<file path="config.mk">
export PLATFORM = sky130hd
export DESIGN_NAME = dcache_wb2way_flat
export DESIGN_NICKNAME = d
export VERILOG_FILES = /design/src/rtl/dcache_wb2way_pkg.sv /design/src/rtl/dcache_wb2way_if.sv /design/src/rtl/dcache_wb2way_array.sv /design/src/rtl/dcache_wb2way.sv /design/src/flat_wrapper.sv
export SDC_FILE = /design/constraint.sdc
export NUM_CORES = 2
export LEC_CHECK = 0
export CAP_MARGIN = 20
export CORE_MARGIN = 2
export CORE_UTILIZATION = 35
export CTS_BUF_LIST = sky130_fd_sc_hd__clkbuf_4 sky130_fd_sc_hd__clkbuf_8
export CTS_CLUSTER_SIZE = 8
export DETAILED_ROUTE_END_ITERATION = 7
export PLACE_DENSITY_LB_ADDON = 0.3
export SLEW_MARGIN = 20
export SYNTH_ARGS = -nofsm -noshare
export SYNTH_HDL_FRONTEND = slang
export SYNTH_SLANG_ARGS = --single-unit
</file>
<file path="constraint.sdc">
create_clock -name CLK -period 14.84 [get_ports CLK]
set_input_delay 3.71 -clock CLK [delete_from_list [all_inputs] [get_ports CLK]]
set_output_delay 3.71 -clock CLK [all_outputs]
set_load 0.1 [all_outputs]
</file>
<file path="src/rtl/dcache_wb2way_pkg.sv">
`default_nettype none
// ============================================================================
// Module : dcache_wb2way_pkg
// Brief  : Shared types for the 2-way write-back data cache: controller
//          states, default address layout and the per-frame record.
// Rev    : 1.0  initial release
// ============================================================================
package dcache_wb2way_pkg;

    // Default geometry; the cache itself is parameterised on NSETS.
    localparam int DC_NSETS_DEF = 8;
    localparam int DC_IDXW_DEF  = $clog2(DC_NSETS_DEF);
    // Widest tag any legal geometry needs (NSETS = 2 leaves 28 tag bits).
    localparam int DC_TAGW_MAX  = 28;

    typedef enum logic [3:0] {
        IDLE   = 4'd0,
        WB0    = 4'd1,
        WB1    = 4'd2,
        LD0    = 4'd3,
        LD1    = 4'd4,
        FL_CHK = 4'd5,
        FL_W0  = 4'd6,
        FL_W1  = 4'd7,
        DONE   = 4'd8
    } dcache_state_t;

    // Byte address split for the default geometry.
    typedef struct packed {
        logic [31-DC_IDXW_DEF-3:0] tag;
        logic [DC_IDXW_DEF-1:0]    idx;
        logic                      blkoff;
        logic [1:0]                bytoff;
    } dcache_addr_t;

    // One cache frame; tags narrower than DC_TAGW_MAX are zero-extended.
    typedef struct packed {
        logic                   valid;
        logic                   dirty;
        logic [DC_TAGW_MAX-1:0] tag;
        logic [1:0][31:0]       word;
    } dcache_frame_t;

endpackage
`default_nettype wire

</file>
<file path="src/rtl/dcache_wb2way_if.sv">
`default_nettype none
// ============================================================================
// Module : dcache_wb2way_if
// Brief  : Datapath-side request bus and word-wide memory port of the cache.
//          The cache uses the slave view, the surrounding system the master.
// Rev    : 1.0  initial release
// ============================================================================
interface dcache_wb2way_if;
    logic        dmemREN;
    logic        dmemWEN;
    logic [31:0] dmemaddr;
    logic [31:0] dmemstore;
    logic        halt;
    logic        dhit;
    logic [31:0] dmemload;
    logic        flushed;
    logic        dREN;
    logic        dWEN;
    logic [31:0] daddr;
    logic [31:0] dstore;
    logic        dwait;
    logic [31:0] dload;

    modport slave (
        input  dmemREN, dmemWEN, dmemaddr, dmemstore, halt,
        output dhit, dmemload, flushed,
        output dREN, dWEN, daddr, dstore,
        input  dwait, dload
    );

    modport master (
        output dmemREN, dmemWEN, dmemaddr, dmemstore, halt,
        input  dhit, dmemload, flushed,
        input  dREN, dWEN, daddr, dstore,
        output dwait, dload
    );
endinterface
`default_nettype wire

</file>
<file path="src/rtl/dcache_wb2way_array.sv">
`default_nettype none
// ============================================================================
// Module : dcache_wb2way_array
// Brief  : Frame and LRU storage. Two asynchronous read ports (request set,
//          flush frame) and two write ports (hit/flush update, refill).
// Rev    : 1.0  initial release
// ============================================================================
module dcache_wb2way_array
    import dcache_wb2way_pkg::*;
#(
    parameter int NSETS = 8,
    parameter int IDXW  = $clog2(NSETS)
) (
    input  wire logic                   CLK,
    input  wire logic                   RST,
    // request-set read port
    input  wire logic [IDXW-1:0]        rd_idx,
    output dcache_frame_t               rd_frame [2],
    output logic                        rd_lru,
    // flush read port
    input  wire logic                   fl_way,
    input  wire logic [IDXW-1:0]        fl_idx,
    output dcache_frame_t               fl_frame,
    // update port: store hit writes a word and sets dirty, flush clears dirty
    input  wire logic                   upd_we,
    input  wire logic                   upd_clr_dirty,
    input  wire logic                   upd_way,
    input  wire logic [IDXW-1:0]        upd_idx,
    input  wire logic                   upd_sel,
    input  wire logic [31:0]            upd_data,
    // LRU update for the request set
    input  wire logic                   lru_we,
    input  wire logic                   lru_val,
    // refill port: word 0 invalidates the frame, word 1 validates it
    input  wire logic                   fill_we,
    input  wire logic                   fill_way,
    input  wire logic [IDXW-1:0]        fill_idx,
    input  wire logic                   fill_sel,
    input  wire logic [31:0]            fill_data,
    input  wire logic [DC_TAGW_MAX-1:0] fill_tag
);

    logic                   valid_q [2][NSETS];
    logic                   valid_d [2][NSETS];
    logic                   dirty_q [2][NSETS];
    logic                   dirty_d [2][NSETS];
    logic                   lru_q   [NSETS];
    logic                   lru_d   [NSETS];
    logic [DC_TAGW_MAX-1:0] tag_q   [2][NSETS];
    logic [DC_TAGW_MAX-1:0] tag_d   [2][NSETS];
    logic [1:0][31:0]       word_q  [2][NSETS];
    logic [1:0][31:0]       word_d  [2][NSETS];

    // Next-state of the status bits (valid, dirty, LRU).
    always_comb begin
        valid_d = valid_q;
        dirty_d = dirty_q;
        lru_d   = lru_q;
        if (upd_we)        dirty_d[upd_way][upd_idx] = 1'b1;
        if (upd_clr_dirty) dirty_d[upd_way][upd_idx] = 1'b0;
        if (lru_we)        lru_d[rd_idx] = lru_val;
        if (fill_we) begin
            valid_d[fill_way][fill_idx] = fill_sel;
            dirty_d[fill_way][fill_idx] = 1'b0;
        end
    end

    // Next-state of the tag and data payload.
    always_comb begin
        tag_d  = tag_q;
        word_d = word_q;
        if (upd_we) word_d[upd_way][upd_idx][upd_sel] = upd_data;
        if (fill_we) begin
            word_d[fill_way][fill_idx][fill_sel] = fill_data;
            tag_d[fill_way][fill_idx]            = fill_tag;
        end
    end

    // Status bits reset so the cache starts empty.
    always_ff @(posedge CLK or posedge RST) begin
        if (RST) begin
            for (int s = 0; s < NSETS; s++) begin
                valid_q[0][s] <= 1'b0;
                valid_q[1][s] <= 1'b0;
                dirty_q[0][s] <= 1'b0;
                dirty_q[1][s] <= 1'b0;
                lru_q[s]      <= 1'b0;
            end
        end else begin
            valid_q <= valid_d;
            dirty_q <= dirty_d;
            lru_q   <= lru_d;
        end
    end

    // Payload storage is never reset; valid gates its use.
    always_ff @(posedge CLK) begin
        tag_q  <= tag_d;
        word_q <= word_d;
    end

    // Asynchronous read of both ways of the request set and of the flush frame.
    always_comb begin
        for (int w = 0; w < 2; w++) begin
            rd_frame[w].valid = valid_q[w][rd_idx];
            rd_frame[w].dirty = dirty_q[w][rd_idx];
            rd_frame[w].tag   = tag_q[w][rd_idx];
            rd_frame[w].word  = word_q[w][rd_idx];
        end
        rd_lru         = lru_q[rd_idx];
        fl_frame.valid = valid_q[fl_way][fl_idx];
        fl_frame.dirty = dirty_q[fl_way][fl_idx];
        fl_frame.tag   = tag_q[fl_way][fl_idx];
        fl_frame.word  = word_q[fl_way][fl_idx];
    end

endmodule
`default_nettype wire

</file>
<file path="src/rtl/dcache_wb2way.sv">
`default_nettype none
// ============================================================================
// Module : dcache_wb2way
// Brief  : Write-back 2-way set-associative data cache with LRU replacement,
//          two-word blocks and a halt-triggered flush of all dirty frames.
// Rev    : 1.0  initial release
// ============================================================================
module dcache_wb2way
    import dcache_wb2way_pkg::*;
#(
    parameter int NSETS = 8
) (
    input wire logic      CLK,
    input wire logic      RST,
    dcache_wb2way_if.slave bus
);

    localparam int IDXW = $clog2(NSETS);
    localparam int TAGW = 32 - IDXW - 3;
    localparam int FIW  = IDXW + 1;

    dcache_state_t  state_q, state_d;
    logic           way_q, way_d;
    logic [FIW-1:0] fi_q, fi_d;

    logic [TAGW-1:0] req_tag;
    logic [IDXW-1:0] req_idx;
    logic            req_blk;
    logic            req;
    assign req_tag = bus.dmemaddr[31:IDXW+3];
    assign req_idx = bus.dmemaddr[IDXW+2:3];
    assign req_blk = bus.dmemaddr[2];
    assign req     = bus.dmemREN | bus.dmemWEN;

    dcache_frame_t    rd_frame [2];
    dcache_frame_t    fl_frame;
    logic             rd_lru;
    logic             fl_way;
    logic [IDXW-1:0]  fl_idx;
    assign fl_way = fi_q[IDXW];
    assign fl_idx = fi_q[IDXW-1:0];

    logic             upd_we, upd_clr_dirty, upd_way, upd_sel;
    logic [IDXW-1:0]  upd_idx;
    logic             lru_we, lru_val;
    logic             fill_we, fill_sel;

    logic [1:0] way_match;
    logic       hit_way;
    logic       any_hit;

    logic        dhit, flushed, dren, dwen;
    logic [31:0] dmemload, daddr, dstore;

    logic unused_bits;
    assign unused_bits = ^{bus.dmemaddr[1:0], rd_frame[0].tag, rd_frame[1].tag,
                           rd_frame[0].dirty, fl_frame.tag};

    dcache_wb2way_array #(.NSETS(NSETS), .IDXW(IDXW)) u_array (
        .CLK           (CLK),
        .RST           (RST),
        .rd_idx        (req_idx),
        .rd_frame      (rd_frame),
        .rd_lru        (rd_lru),
        .fl_way        (fl_way),
        .fl_idx        (fl_idx),
        .fl_frame      (fl_frame),
        .upd_we        (upd_we),
        .upd_clr_dirty (upd_clr_dirty),
        .upd_way       (upd_way),
        .upd_idx       (upd_idx),
        .upd_sel       (upd_sel),
        .upd_data      (bus.dmemstore),
        .lru_we        (lru_we),
        .lru_val       (lru_val),
        .fill_we       (fill_we),
        .fill_way      (way_q),
        .fill_idx      (req_idx),
        .fill_sel      (fill_sel),
        .fill_data     (bus.dload),
        .fill_tag      (DC_TAGW_MAX'(req_tag))
    );

    for (genvar w = 0; w < 2; w++) begin : g_way
        assign way_match[w] = rd_frame[w].valid && (rd_frame[w].tag[TAGW-1:0] == req_tag);
    end
    assign any_hit = |way_match;
    assign hit_way = ~way_match[0];

    // Controller state, victim way and flush frame counter.
    always_ff @(posedge CLK or posedge RST) begin
        if (RST) begin
            state_q <= IDLE;
            way_q   <= 1'b0;
            fi_q    <= '0;
        end else begin
            state_q <= state_d;
            way_q   <= way_d;
            fi_q    <= fi_d;
        end
    end

    // Next state, memory-port drive and array write controls.
    always_comb begin
        state_d       = state_q;
        way_d         = way_q;
        fi_d          = fi_q;
        dhit          = 1'b0;
        dmemload      = '0;
        flushed       = 1'b0;
        dren          = 1'b0;
        dwen          = 1'b0;
        daddr         = '0;
        dstore        = '0;
        upd_we        = 1'b0;
        upd_clr_dirty = 1'b0;
        upd_way       = hit_way;
        upd_idx       = req_idx;
        upd_sel       = req_blk;
        lru_we        = 1'b0;
        lru_val       = 1'b0;
        fill_we       = 1'b0;
        fill_sel      = 1'b0;
        case (state_q)
            IDLE: begin
                if (req) begin
                    if (any_hit) begin
                        dhit     = 1'b1;
                        dmemload = rd_frame[hit_way].word[req_blk];
                        lru_we   = 1'b1;
                        lru_val  = ~hit_way;
                        upd_we   = bus.dmemWEN;
                    end else begin
                        way_d   = rd_lru;
                        state_d = (rd_frame[rd_lru].valid && rd_frame[rd_lru].dirty) ? WB0 : LD0;
                    end
                end else if (bus.halt) begin
                    fi_d    = '0;
                    state_d = FL_CHK;
                end
            end
            WB0: begin
                dwen   = 1'b1;
                daddr  = {rd_frame[way_q].tag[TAGW-1:0], req_idx, 3'b000};
                dstore = rd_frame[way_q].word[0];
                if (!bus.dwait) state_d = WB1;
            end
            WB1: begin
                dwen   = 1'b1;
                daddr  = {rd_frame[way_q].tag[TAGW-1:0], req_idx, 3'b100};
                dstore = rd_frame[way_q].word[1];
                if (!bus.dwait) state_d = LD0;
            end
            LD0: begin
                dren  = 1'b1;
                daddr = {req_tag, req_idx, 3'b000};
                if (!bus.dwait) begin
                    fill_we = 1'b1;
                    state_d = LD1;
                end
            end
            LD1: begin
                dren  = 1'b1;
                daddr = {req_tag, req_idx, 3'b100};
                if (!bus.dwait) begin
                    fill_we  = 1'b1;
                    fill_sel = 1'b1;
                    state_d  = IDLE;
                end
            end
            FL_CHK: begin
                if (fl_frame.valid && fl_frame.dirty) begin
                    state_d = FL_W0;
                end else if (fi_q == '1) begin
                    state_d = DONE;
                end else begin
                    fi_d = fi_q + 1'b1;
                end
            end
            FL_W0: begin
                dwen   = 1'b1;
                daddr  = {fl_frame.tag[TAGW-1:0], fl_idx, 3'b000};
                dstore = fl_frame.word[0];
                if (!bus.dwait) state_d = FL_W1;
            end
            FL_W1: begin
                dwen   = 1'b1;
                daddr  = {fl_frame.tag[TAGW-1:0], fl_idx, 3'b100};
                dstore = fl_frame.word[1];
                if (!bus.dwait) begin
                    upd_clr_dirty = 1'b1;
                    upd_way       = fl_way;
                    upd_idx       = fl_idx;
                    if (fi_q == '1) begin
                        state_d = DONE;
                    end else begin
                        fi_d    = fi_q + 1'b1;
                        state_d = FL_CHK;
                    end
                end
            end
            DONE: begin
                flushed = 1'b1;
            end
            default: begin
                state_d = IDLE;
            end
        endcase
    end

    assign bus.dhit     = dhit;
    assign bus.dmemload = dmemload;
    assign bus.flushed  = flushed;
    assign bus.dREN     = dren;
    assign bus.dWEN     = dwen;
    assign bus.daddr    = daddr;
    assign bus.dstore   = dstore;

endmodule
`default_nettype wire

</file>
<file path="src/flat_wrapper.sv">
// flat-port wrapper written by rule: the top's interface ports become plain ports
module dcache_wb2way_flat import dcache_wb2way_pkg::*;
#(
    parameter int NSETS = 8
)
  (CLK, RST, bus_dmemREN, bus_dmemWEN, bus_dmemaddr, bus_dmemstore, bus_halt, bus_dhit, bus_dmemload, bus_flushed, bus_dREN, bus_dWEN, bus_daddr, bus_dstore, bus_dwait, bus_dload);
  dcache_wb2way_if bus_i ();
  input wire logic CLK;
  input wire logic RST;
  input wire logic [$bits(bus_i.dmemREN)-1:0] bus_dmemREN;
  input wire logic [$bits(bus_i.dmemWEN)-1:0] bus_dmemWEN;
  input wire logic [$bits(bus_i.dmemaddr)-1:0] bus_dmemaddr;
  input wire logic [$bits(bus_i.dmemstore)-1:0] bus_dmemstore;
  input wire logic [$bits(bus_i.halt)-1:0] bus_halt;
  output wire logic [$bits(bus_i.dhit)-1:0] bus_dhit;
  output wire logic [$bits(bus_i.dmemload)-1:0] bus_dmemload;
  output wire logic [$bits(bus_i.flushed)-1:0] bus_flushed;
  output wire logic [$bits(bus_i.dREN)-1:0] bus_dREN;
  output wire logic [$bits(bus_i.dWEN)-1:0] bus_dWEN;
  output wire logic [$bits(bus_i.daddr)-1:0] bus_daddr;
  output wire logic [$bits(bus_i.dstore)-1:0] bus_dstore;
  input wire logic [$bits(bus_i.dwait)-1:0] bus_dwait;
  input wire logic [$bits(bus_i.dload)-1:0] bus_dload;
  assign bus_i.dmemREN = bus_dmemREN;
  assign bus_i.dmemWEN = bus_dmemWEN;
  assign bus_i.dmemaddr = bus_dmemaddr;
  assign bus_i.dmemstore = bus_dmemstore;
  assign bus_i.halt = bus_halt;
  assign bus_dhit = bus_i.dhit;
  assign bus_dmemload = bus_i.dmemload;
  assign bus_flushed = bus_i.flushed;
  assign bus_dREN = bus_i.dREN;
  assign bus_dWEN = bus_i.dWEN;
  assign bus_daddr = bus_i.daddr;
  assign bus_dstore = bus_i.dstore;
  assign bus_i.dwait = bus_dwait;
  assign bus_i.dload = bus_dload;
  dcache_wb2way #(.NSETS(NSETS)) u_core (.CLK(CLK), .RST(RST), .bus(bus_i));
endmodule
</file>
==> results.md <==
Worst setup path:
- For the worst setup path, the data arrival time is 9.34 ns.
- The largest incremental delay on the critical path is 1.36 ns.
- Traced cell by cell, the critical path runs through buf_6, buf_4, buf_4, and3b_4, buf_4, a22oi_1, and4_1, o21ai_0, a22oi_1, o21ai_0, clkdlybuf4s50_1.
- The startpoint of the worst-slack reg-to-reg timing path is u_core.u_array.tag_q[276]$_DFFE_PP_.
- The worst setup path is captured at an output port.
- The cell type group with the largest total delay on the critical path is buffers and inverters.
- The cell repeated most along the worst path is sky130_fd_sc_hd__buf_4.
- The critical path is of the in -> out type.
- The origin of the worst setup path is bus_dmemaddr[4].
- The slowest stage of the critical path is the sky130_fd_sc_hd__clkdlybuf4s50_1 cell.
- STA classifies the critical path startpoint as a primary input.
- The sum of buffers and inverters on the critical path is 5.
- STA puts the critical path data required time at 11.13 ns.
- Along the worst path, the maximum fanout reaches 41.

Layout:
- The core utilization of the finished layout is 39.4%.
- Fill cells in the final layout number 22544.
- After the last flow step, the layout net total stands at 7963.
- The fraction of final layout cells sized beyond drive strength 1 is 18.3%.
- The post-synthesis to final-layout area growth is 11.9%.

Yosys:
- The mapped netlist covers 82100 sq um.
- Among all cell types in the netlist, the one instantiated most often is sky130_fd_sc_hd__nor2_1.
- For this run, the leading register cell type out of synthesis is sky130_fd_sc_hd__dfxtp_1.
- The proportion of netlist area held by the largest area contributor is 25.0%.
- The synthesized netlist devotes 10.7% of its cell area to simple gates.
- Synthesis inferred 1489 register bits.
- The synthesized design contains 416 enable-type register cells.
- The synthesized netlist devotes 0.438% of its cell area to XOR and XNOR gates.
- The Yosys step of the flow raised 0 warnings.
- The number of distinct standard cells referenced by the synthesized netlist is 77.
- Summing the areas of all compound-gate instances in the mapped netlist gives 14.1% of the synthesized area.
- Sequential cells were found to cover 41.7% of the synthesized design area.
- Of the post-synthesis cell area, the part taken by muxes is 28.2%.
- By area the synthesized netlist is led by sky130_fd_sc_hd__dfxtp_1 25%, sky130_fd_sc_hd__edfxtp_1 15%, sky130_fd_sc_hd__mux4_2 15%.
- After Yosys synthesis, full adders, half adders and majority gates account for 0.0152% of the synthesized area.
- Averaged over all synthesized cells, the footprint is 10.2 sq um.
- Summed over all instances, the cell type with the most area after synthesis is sky130_fd_sc_hd__dfxtp_1.
- By area, the combinational part of the netlist is dominated by multiplexers.
- Counting instances in the post-synthesis netlist gives the leading cell types as 1196 x sky130_fd_sc_hd__nor2_1, 1024 x sky130_fd_sc_hd__dfxtp_1, 1011 x sky130_fd_sc_hd__mux2i_1, 839 x sky130_fd_sc_hd__a21oi_1, 708 x sky130_fd_sc_hd__nand2_1.
- In the synthesized netlist the async set-or-reset flop fraction comes to 3.29%.
- Synthesis handed over a netlist of 8066 instances.

Clock tree:
- In this run the post-CTS setup repair buffer count came out at 0.
- The H-tree was split into 5 levels.
- In this run, post-CTS hold repair placed 0 buffers.
- The sink count of the clock tree is 1489.
- The TritonCTS clock tree is built.
- The master cell of the clock root buffer is sky130_fd_sc_hd__clkbuf_8.
- The clock-pin slew on the worst setup and hold paths is 0.06 ns.
- The number of buffers added by the clock tree synthesis step is 280.
- Counting along the longest clock path gives a buffer depth of 4.
- Gates resized during post-CTS repair numbered 0.
- The clock reaches the later pin of the worst-skew pair after 1.07 ns.

Timing:
- The summed negative setup slack over all endpoints is 0 ns.
- The number of failing setup endpoints in the final timing report is 0.
- The transition time at the pin with the least slew margin is 1.27 ns.
- Subtracting the final worst setup slack from the clock period gives 13.05 ns.
- The final hold violation count is 0.
- Timing would allow up to 76.6 MHz.
- Setup repair after global routing left no endpoint under its margin.
- The total count of max-transition violations in the final report came to 0.
- Measured against its own limit, the worst slew margin works out to 15.4%.
- The worst clock skew is 0.130 ns.
- Of the available clock period, the critical path in the final layout requires 87.9%.

Routing:
- Once detail routing completed, the nets flagged for antenna violations numbered 0.
- After detailed routing, the number of vias per cell comes to 6.40.
- The first routing iteration left 10806 violations.
- The number of iterations in the first detailed-routing pass is 8.
- The detailed router placed 71740 vias in this run.
- In the final routed layout, each cell accounts on average for 32.5 microns.
- After detailed routing, the total wire length is 365 mm.
- The number of DRC violations after detailed routing is 2.

Global route:
- The initial antenna violation count was 48.
- The number of global-route vias before repair is 67772.
- The global route total overflow is 0.
- The total track usage is 29.4%.
- The first global-routing pass estimated 506 mm of wire.
- The largest net degree at the start of global routing is 127.

Status:
- The flow ran to the end, but the final reports show violations.
- The final reports fail on design-rule violations.

Pwr:
- For this design the static power due to leakage is 31.1 nW.
- Power spread over the standard cell area amounts to 158 nW/um^2.
- Across the VDD grid, the largest voltage drop is 0.000318 V.
- The total design power is 14.5 mW.

Placement:
- At the end of routability-driven placement, the weighted congestion stood at 0.894.
- Input and output buffers added on the ports amount to 197.
- The wire-length estimate of the detail-placed layout is 195 mm.

Floorplanning:
- In this run the horizontal extent of the chip is 488 microns.
- 202 I/O pins were placed.
- The total area inside the core boundary comes to 233000 sq um.
- The row count is 177.
- The starting density of the core is 35.2%.
- The floorplan step defined a die boundary enclosing 238000 sq um.
- The die boundary height is 488 microns.

Worst hold path:
- The type of the tightest min-delay check is reg -> reg.
- The startpoint of the tightest hold check path is u_core.u_array.word_q[983]$_DFF_P_.

Run:
- The tool flagged a number of max-cap violations equal to 0.
==> stage by stage <==
| stage | setup slack, ns | instance area (sq um) | instances | hold WS [ns] |
|---|---|---|---|---|
| final | 1.79 | 91800 | 11210 | 0.492 |
| after global routing | 1.77 | 91800 | 11189 | 0.507 |
| after CTS | 1.99 | 91800 | 11174 | 0.490 |
| after detailed placement | 2.02 | 86300 | 10708 | 0.481 |
| after global placement | 2.02 | 86300 | 10707 | 0.473 |
| after floorplan | 2.96 | 82100 | 8067 | 0.455 |
==> cell families (layout without fill, tap and decap cells) <==
family,Yosys count,after routing
adders and majority gates,1,1
AOI/OAI and AO/OA,1857,1857
buffers and inverters,894,871
xor gates and xnor gates,41,41
muxes,1631,1631
and+or+nand+nor,2152,2152
other,1,36
DFF,1489,1489
==> sequential cells by signal, indices dropped and copies added, names as in the netlist <==
name / count
u_core.state_q: 4
u_core.u_array.tag_q: 416
u_core.u_array.word_q: 1024
u_core.u_array.lru_q: 8
u_core.fi_q: 4
u_core.way_q: 1
u_core.u_array.valid_q: 16
u_core.u_array.dirty_q: 16
==> where the power goes <==
part / internal [mW] / switching [mW] / leakage (nW) / total, mW
Clock: 2.30 / 1.85 / 2.97 / 4.15
Combinational: 1.86 / 2.87 / 15.3 / 4.73
Sequential: 4.95 / 0.696 / 12.8 / 5.64
==> worst register-to-register path: stages, from the launching register on <==
cell and delay (ns):
sky130_fd_sc_hd__edfxtp_1 0.38, sky130_fd_sc_hd__mux2_1 0.32, sky130_fd_sc_hd__a221o_1 0.35, sky130_fd_sc_hd__a222oi_1 0.40, sky130_fd_sc_hd__xnor2_1 0.23, sky130_fd_sc_hd__nor4bb_1 0.40
sky130_fd_sc_hd__nor4b_4 0.31, sky130_fd_sc_hd__buf_12 0.49, sky130_fd_sc_hd__nand3_1 0.87, sky130_fd_sc_hd__nor2_4 1.10, sky130_fd_sc_hd__buf_4 0.80, sky130_fd_sc_hd__mux2i_1 0.27
sky130_fd_sc_hd__a21oi_1 0.08
==> layout make-up <==
class / instances / area, sq um / area share, %
Inverter: 25 / 100 / 0.109
Sequential cell: 1489 / 34200 / 37.3
Clock buffer: 423 / 5230 / 5.70
Clock inverter: 43 / 322 / 0.350
Timing Repair Buffer: 380 / 3420 / 3.72
Antenna cell: 34 / 85.1 / 0.0927
Tap cell: 3132 / 3920 / 4.27
Multi-Input combinational cell: 5684 / 44500 / 48.5
==> path summary, 6_finish.rpt <==
check                                                     end  slack [ns]  depth (start not counted)
hold / removal             u_core.u_array.word_q[983]$_DFF_P_        0.49                          2
setup reg to reg           u_core.u_array.word_q[677]$_DFF_P_        8.60                         12
max in group asynchronous            u_core.way_q$_DFFE_PP0P_       11.07                          2
setup / recovery                                bus_dstore[7]        1.79                         11
hold reg to reg            u_core.u_array.word_q[983]$_DFF_P_        0.49                          2
min in group asynchronous          u_core.fi_q[2]$_DFFE_PP0P_        3.26                          2
==> placed cells by master, fill, tap and decap left out, types with 19 or more instances in the layout <==
cell | synthesis | routed
sky130_fd_sc_hd__diode_2 | 0 | 34
sky130_fd_sc_hd__a221o_1 | 27 | 27
sky130_fd_sc_hd__nor3_1 | 24 | 23
sky130_fd_sc_hd__clkinv_2 | 0 | 26
sky130_fd_sc_hd__clkbuf_8 | 0 | 330
sky130_fd_sc_hd__a22oi_1 | 293 | 293
sky130_fd_sc_hd__mux2i_1 | 1011 | 1011
sky130_fd_sc_hd__nor2_1 | 1196 | 1169
sky130_fd_sc_hd__mux2_2 | 85 | 85
sky130_fd_sc_hd__dfrtp_1 | 49 | 43
sky130_fd_sc_hd__xnor2_1 | 32 | 32
sky130_fd_sc_hd__buf_2 | 118 | 48
sky130_fd_sc_hd__nor2_4 | 0 | 25
sky130_fd_sc_hd__nand3_1 | 48 | 38
sky130_fd_sc_hd__mux4_2 | 533 | 533
sky130_fd_sc_hd__a221oi_1 | 105 | 105
sky130_fd_sc_hd__and4_1 | 41 | 41
sky130_fd_sc_hd__o21ai_0 | 136 | 136
sky130_fd_sc_hd__dfxtp_1 | 1024 | 1024
sky130_fd_sc_hd__edfxtp_1 | 416 | 416
sky130_fd_sc_hd__a211oi_1 | 33 | 33
sky130_fd_sc_hd__clkdlybuf4s50_1 | 0 | 111
sky130_fd_sc_hd__clkbuf_4 | 0 | 94
sky130_fd_sc_hd__a21oi_1 | 839 | 838
sky130_fd_sc_hd__o211ai_1 | 19 | 19
sky130_fd_sc_hd__buf_4 | 15 | 187
sky130_fd_sc_hd__and3_1 | 35 | 34
sky130_fd_sc_hd__nand2_4 | 0 | 31
sky130_fd_sc_hd__a22o_1 | 34 | 34
sky130_fd_sc_hd__nand2_1 | 708 | 675
sky130_fd_sc_hd__a31oi_1 | 277 | 277
sky130_fd_sc_hd__buf_12 | 1 | 29
==> routing by layer <==
metal	up-vias	track usage [%]	wire length [microns]
met3	1520	9.15	47700
met2	5829	43.7	157000
met4	32	20.3	27700
met5	-	0.0612	192
met1	34765	36.3	132000
li1	29594	-	-
No activity file was read; power rests on OpenSTA's default activity.
